<file path="config.mk">
export PLATFORM = sky130hd
export DESIGN_NAME = pio_bus_sequencer
export DESIGN_NICKNAME = d
export VERILOG_FILES = /design/src/rtl/pio_bus_sequencer.sv
export SDC_FILE = /design/constraint.sdc
export NUM_CORES = 1
export LEC_CHECK = 0
export BUFFER_PORTS_ARGS = -buffer_cell sky130_fd_sc_hd__buf_2
export CAP_MARGIN = 30
export CORE_MARGIN = 2
export CORE_UTILIZATION = 45
export DETAILED_ROUTE_END_ITERATION = 16
export GPL_TIMING_DRIVEN = 1
export PLACE_DENSITY = 0.72
export SYNTH_ARGS = -nofsm -noshare
export SYNTH_HDL_FRONTEND = slang
export SYNTH_SLANG_ARGS = --single-unit
</file>
<file path="constraint.sdc">
create_clock -name clk -period 1.97 [get_ports clk]
set_input_delay 0.197 -clock clk [delete_from_list [all_inputs] [get_ports clk]]
set_output_delay 0.197 -clock clk [all_outputs]
set_load 0.03 [all_outputs]
</file>
<file path="src/rtl/pio_bus_sequencer.sv">
// PIO bus cycle sequencer: decodes a strobed access into a one-hot slot enable,
// inserts per-region wait states and optional ready stalls, then acks or bus-errors.
module pio_bus_sequencer #(
    parameter int unsigned MAJOR_W = 3,
    parameter int unsigned MINOR_W = 2,
    parameter int unsigned WS_W    = 4,
    parameter logic [(2**MAJOR_W)*WS_W-1:0]         WAIT_STATES = '0,
    parameter logic [(2**(MAJOR_W+MINOR_W))-1:0]    READY_MASK  = '0,
    parameter logic [(2**MAJOR_W)-1:0]              UNMAP_MASK  = 8'hF0,
    parameter int unsigned TO_W    = 6
) (
    input  logic                                 clk,
    input  logic                                 reset_n,
    input  logic                                 cs,
    input  logic                                 as_n,
    input  logic                                 rw_n,
    input  logic [MAJOR_W-1:0]                   adm,
    input  logic [MINOR_W-1:0]                   adl,
    input  logic [(2**(MAJOR_W+MINOR_W))-1:0]    rdy,
    output logic [(2**(MAJOR_W+MINOR_W))-1:0]    sel,
    output logic                                 rd_en,
    output logic                                 wr_pulse,
    output logic                                 dtack_n,
    output logic                                 berr_n,
    output logic                                 busy
);

    localparam int unsigned NMAJ   = 2**MAJOR_W;
    localparam int unsigned SLOT_W = MAJOR_W + MINOR_W;
    localparam int unsigned NSLOT  = 2**SLOT_W;
    // Last timeout count before the limit; crossing it ends the cycle in BERR.
    localparam logic [TO_W-1:0] TO_PRE = {{(TO_W-1){1'b1}}, 1'b0};

    typedef enum logic [1:0] {IDLE, STROBE, ACK, BERR} state_t;

    state_t              state;
    logic [SLOT_W-1:0]   slot_q;
    logic                rw_q;
    logic [WS_W-1:0]     wcnt;
    logic [TO_W-1:0]     tcnt;
    logic                first_q;
    logic                armed_q;

    logic [SLOT_W-1:0]   slot_c;
    logic [WS_W-1:0]     ws_c;
    logic                ready_ok_c;
    logic                start_c;

    // Region wait-state lookup from the live address, used only at the sampling edge.
    always_comb begin
        ws_c = '0;
        for (int unsigned r = 0; r < NMAJ; r++) begin
            if (adm == MAJOR_W'(r)) begin
                ws_c = WAIT_STATES[r*WS_W +: WS_W];
            end
        end
    end

    assign slot_c     = {adm, adl};
    assign ready_ok_c = !READY_MASK[slot_q] || rdy[slot_q];
    assign start_c    = cs && !as_n && armed_q;

    // First STROBE cycle is an address setup cycle; wait states count after it.
    always_ff @(posedge clk or negedge reset_n) begin
        if (!reset_n) begin
            state    <= IDLE;
            slot_q   <= '0;
            rw_q     <= 1'b1;
            wcnt     <= '0;
            tcnt     <= '0;
            first_q  <= 1'b0;
            armed_q  <= 1'b0;
            sel      <= '0;
            rd_en    <= 1'b0;
            wr_pulse <= 1'b0;
            dtack_n  <= 1'b1;
            berr_n   <= 1'b1;
            busy     <= 1'b0;
        end else begin
            if (as_n) begin
                armed_q <= 1'b1;
            end
            if (state != IDLE && as_n) begin
                state    <= IDLE;
                wcnt     <= '0;
                tcnt     <= '0;
                first_q  <= 1'b0;
                sel      <= '0;
                rd_en    <= 1'b0;
                wr_pulse <= 1'b0;
                dtack_n  <= 1'b1;
                berr_n   <= 1'b1;
                busy     <= 1'b0;
            end else begin
                case (state)
                    IDLE: begin
                        if (start_c) begin
                            slot_q <= slot_c;
                            rw_q   <= rw_n;
                            busy   <= 1'b1;
                            if (UNMAP_MASK[adm]) begin
                                state  <= BERR;
                                berr_n <= 1'b0;
                            end else begin
                                state   <= STROBE;
                                sel     <= NSLOT'(1) << slot_c;
                                rd_en   <= rw_n;
                                wcnt    <= ws_c;
                                tcnt    <= '0;
                                first_q <= 1'b1;
                            end
                        end
                    end
                    STROBE: begin
                        if (first_q) begin
                            first_q <= 1'b0;
                            tcnt    <= tcnt + TO_W'(1);
                        end else if (wcnt == '0 && ready_ok_c) begin
                            state    <= ACK;
                            dtack_n  <= 1'b0;
                            wr_pulse <= !rw_q;
                        end else if (tcnt == TO_PRE) begin
                            state  <= BERR;
                            berr_n <= 1'b0;
                            sel    <= '0;
                            rd_en  <= 1'b0;
                        end else begin
                            if (wcnt != '0) begin
                                wcnt <= wcnt - WS_W'(1);
                            end
                            tcnt <= tcnt + TO_W'(1);
                        end
                    end
                    ACK: begin
                        wr_pulse <= 1'b0;
                    end
                    BERR: begin
                        sel      <= '0;
                        rd_en    <= 1'b0;
                        wr_pulse <= 1'b0;
                    end
                    default: begin
                        state <= IDLE;
                    end
                endcase
            end
        end
    end

endmodule

</file>
# == Word level (Yosys, flattened, before mapping) ==
# Memories as Yosys holds them, arrays and structs flattened.
# Cells that the tools add are included.
# classes
n_div,0
order_cmp,2
shift,1
add_sub_neg,2
bitwise,1
eq_ne,17
muxes,59
n_reduce_logical,30
multipliers,0
# op_table
operator,n
two-way mux 32 bit,6
case mux 32 bit (3 select lines),1
two-way mux 6 bit,6
left shift 1 x 5 -> 32 bit (first input constant),1
two-way mux 4 bit,7
inequality test 3 bit (second input constant),9
two-way mux 1 bit,25
two-way mux 2 bit,6
inequality test 4 bit (second input constant),3
case mux 6 bit (2 select lines),1
AND reduction 3 bit,4
AND reduction 6 bit,2
nonzero test 2 bit,5
case mux 4 bit (2 select lines),1
nonzero test 4 bit,2
AND reduction 7 bit,1
adder 6 x 1 -> 6 bit (second input constant),1
equality test 6 bit (second input constant),1
< comparator 5 x 6 -> 1 bit (second input constant),1
case mux 1 bit (2 select lines),3
nonzero test 3 bit,2
binary-select mux 1 bit (select 5 bit),1
AND reduction 5 bit,1
equality test 2 bit (second input constant),2
other kinds (15),20
# totals
in_bits,42
output_inout_bits,37
n_memories,2
latchBits,0
regBits,57
romBits,40
mem_bits_rw,0
# memory_table
name,depth,width,read_ports,rd_ports_with_merged_regs,write_ports,line,rtl
(no name shown),32,1,1,0,0,60,assign ready_ok_c = !READY_MASK[slot_q] || rdy[slot_q];
(no name shown),8,1,1,0,0,101,if (UNMAP_MASK[adm]) begin

# == Longest topological paths before layout ==
# logic_depth
depth_word,9
mapped_depth,7
ltp_nobuf,7

# == Least setup slack after synthesis ==
# OpenSTA, ideal clock, no wires.
# synth_path
path_type,flip-flop to flip-flop
from,register wcnt[0]
to,register sel[10]
setup_ns,0.125
slack_ns,0.166
stages_incl_launch_ff,8
required_ns,1.845
arrival_ns,1.678
n_path_buf,1
path_cell_list,dfrtp_1 > inv_1 > ha_1 > nor3b_1 > nor2_1 > o21ai_4 > buf_6 > mux2_4
# synth_via
elab_chain_len,4
# synth_lines
item,line,rtl
from (decl),39,logic [WS_W-1:0] wcnt;
from (signal assigned),108,wcnt <= ws_c;
from (signal assigned),129,wcnt <= wcnt - WS_W'(1);
zero test 4 bit,118,end else if (wcnt == '0 && ready_ok_c) begin
logical AND 1 bit,118,
inequality test 3 bit (no line),--,
AND reduction 6 bit (no line),--,
to (signal assigned),106,sel <= NSLOT'(1) << slot_c;
to (decl),20,"output logic [(2**(MAJOR_W+MINOR_W))-1:0] sel,"
# Every way passes these cells.
# A chain may end at the register's enable or synchronous reset.

# == Worst setup path after layout ==
# layout_path
from,register wcnt[0]
to,register sel[2]
# The elaborated chain is that of the path after synthesis.

==> results.ini <==
[grt]
grt_antenna_before_repair=0
grt_max_degree=28
grt_pass1_wl_mm=7.98
overflow=0
grt.total_usage=0.166
grt_pass1_vias=1684

[cts]
cts_buffer_depth=2
cts_sinks=52
clock-root-buffer=clkbuf_8
cts_tree=built
cts_setup_buffers=0
numCtsBuffers=5
worstSkewPairLatency_ns=0.30
clk_pin_slew_ns=0.09
htree_num_levels=2

[layout]
utilization=0.565
fillCellCount=454
layout_commonest_cell=dfrtp_1
multi_input_area_sq_um=1090
fin_cells=348
diodes=0
register_area_sq_um=1310
num-nets-final=322
area_growth_pct=19.4
drive_gt1_frac=0.338
layout_common_cells=dfrtp_1, buf_2, nor2_1, nand2_1, and2_1

[route]
wirelength_mm=4.67
ant_nets=0
drc=0
drtIter0Drc=78
drt-vias-per-instance=5.05
num_vias=1756
drt_first_pass_iters=4
wl_per_cell_um=13.4

[sta]
skew_ns=0.00622
fmax_ghz=0.556
tightest_slew_ns=0.564
setup_slack_ns=0.170
min_period_ns=1.80
finalSetupViolations=0
maxSlewHeadroom=0.624
slew_violations=0
setup_tns_ns=0
finalCritPeriodShare=0.914
rsz0062_at_grt=no
hold_violations=0

[pwr]
p_leak_nw=1.49
vdd_ir_drop_max_mv=0.583
p_int_mw=2.00
p_sw_frac=0.334
total_power_mw=3.01
power_per_cell_area_nw_per_um2=1030
seqPwrFrac=0.444
clkPwrFrac=0.238
comb_power_share=0.319
switching_power_mw=1.00

[critical_path]
setup.worst_path.start=wcnt[0]
reg2reg_from=wcnt[0]
start_kind=register
r2r_slack_ns=0.17
worst_setup_path_end_kind=register
crit_required_ns=2.16
r2r_cells=7
arrival_ns=1.99
crit_end=sel[2]
rr_endpoint=sel[2]
path_class=register to register
worstPathMaxFanout=18

[worst_hold_path]
hold_depth=2
hold_path_class=input port to register

[synthesis]
synth_nets=266
synth_cell_types=47
synthesis.area_sq_um=2450
synthCells=221
synth_seq_cells=52
syn_avg_cell_area_sq_um=11.1
ys_seq_area_frac=0.533
yosysWarningCount=0

[floorplan]
core_sq_um=5170
ioPinCount=79
rows=26
fp.dieW_um=77.8
die_h_um=77.8
dieArea_sq_um=6050
start_util=0.474

[placed_design]
hpwl_mm=3.41
port_buffers=46
place_congestion=0.839
post-place-cells=339
place_ws_ns=0.0963

[outcome]
outcome=finished clean

[flow_run]
maxCapViolations=0

==> synth_stat cells, drive strengths merged <==
cell type  count  share of area
nand2         21          0.032
o211ai         2         0.0061
a211oi         2         0.0061
nand3          4         0.0082
o21ai         12          0.031
ha             3          0.015
o31ai          2         0.0061
nand4b         1         0.0036
o311ai         1         0.0036
mux2i          3          0.012
a31oi          3         0.0077
or4b           1         0.0041
and4bb         1         0.0051
nand4          1         0.0026
or2            3         0.0077
a41o           1         0.0041
nor2b          4          0.011
nor2          24          0.037
mux2          17          0.098
a21oi          8          0.018
a211o          1         0.0041
and2          18          0.046
clkbuf         2         0.0036
dfrtp         49           0.50
o22ai          1         0.0026
o2bb2ai        2         0.0097
o31a           1         0.0036
nand2b         7          0.019
nor3           8          0.016
nand3b         2         0.0061
o22a           1         0.0036
dfstp          3          0.032
inv            5         0.0077
buf            5          0.018
nor3b          2         0.0082
==> worst min path at each step <==
stage,startpoint,to,slack (ns)
after floorplan,reset_n,armed_q,-0.1
after global placement,reset_n,sel[30],0.22
after detailed placement,reset_n,sel[27],0.22
after CTS,rw_n,rw_q,0.14
after global routing,rw_n,rw_q,0.14
final,rw_n,rw_q,0.15
==> sequential cells by signal, summed over array words and instances (netlist names), 2 cells and up <==
register  flops
wcnt          4
state         2
tcnt          6
sel          32
==> metal layers <==
metal / vias to the layer above / part of all wire / wire length [um] / global-route usage
li1: 875 / - / - / -
met1: 837 / 0.49 / 2280 / 0.231
met2: 38 / 0.46 / 2130 / 0.253
met3: 6 / 0.042 / 195 / 0.0395
met4: 0 / 0.013 / 61 / 0.0554
met5: - / 0 / 0 / 0
==> area by class of cell <==
class,instances,share of cell area
Sequential cell,52,0.446
Multi-Input combinational cell,157,0.371
Timing Repair Buffer,56,0.110
Clock inverter,1,0.0103
Clock buffer,7,0.0261
Tap cell,70,0.0300
Inverter,5,0.00642
==> kinds of logic after synthesis <==
logic type	count (synthesis)	share of synthesized area
adders and majority gates	3	0.0153
DFF	52	0.533
AOI/OAI and AO/OA	37	0.106
and+or+nand+nor	97	0.207
buffers and inverters	12	0.0291
muxes	20	0.110
==> power by group through the flow <==
stage | Sequential [mW] | Combinational [mW] | Clock, mW
after CTS | 1.33 | 0.937 | 0.743
after global routing | 1.36 | 1.06 | 0.779
after detailed placement | 1.35 | 0.931 | 0
final | 1.33 | 0.957 | 0.714
after floorplan | 1.45 | 0.562 | 0
after global placement | 1.34 | 0.923 | 0
==> worst max-delay path, cell delays in order (launching register included) <==
cell,delay [ns]
dfrtp_1,0.39
inv_1,0.09
ha_1,0.20
nor3b_2,0.23
nor2_1,0.10
o21ai_4,0.15
buf_12,0.19
mux2_2,0.35
==> per-stage QoR <==
| stage | cell area (sq um) | hold slack, ns |
|---|---|---|
| 2_1_floorplan | 2450 | -0.0986 |
| 3_3_place_gp | 2800 | 0.223 |
| 3_5_place_dp | 2800 | 0.222 |
| 4_1_cts | 2910 | 0.139 |
| 5_1_grt | 2920 | 0.143 |
| 6_report | 2920 | 0.151 |
==> timing repair <==
action,in CTS,in global routing
hold buffers,1,0
endpoints found under the hold margin,25,0
endpoints found under the setup margin,0,11
resized for setup,0,3
No activity file was read; power rests on OpenSTA's default activity.
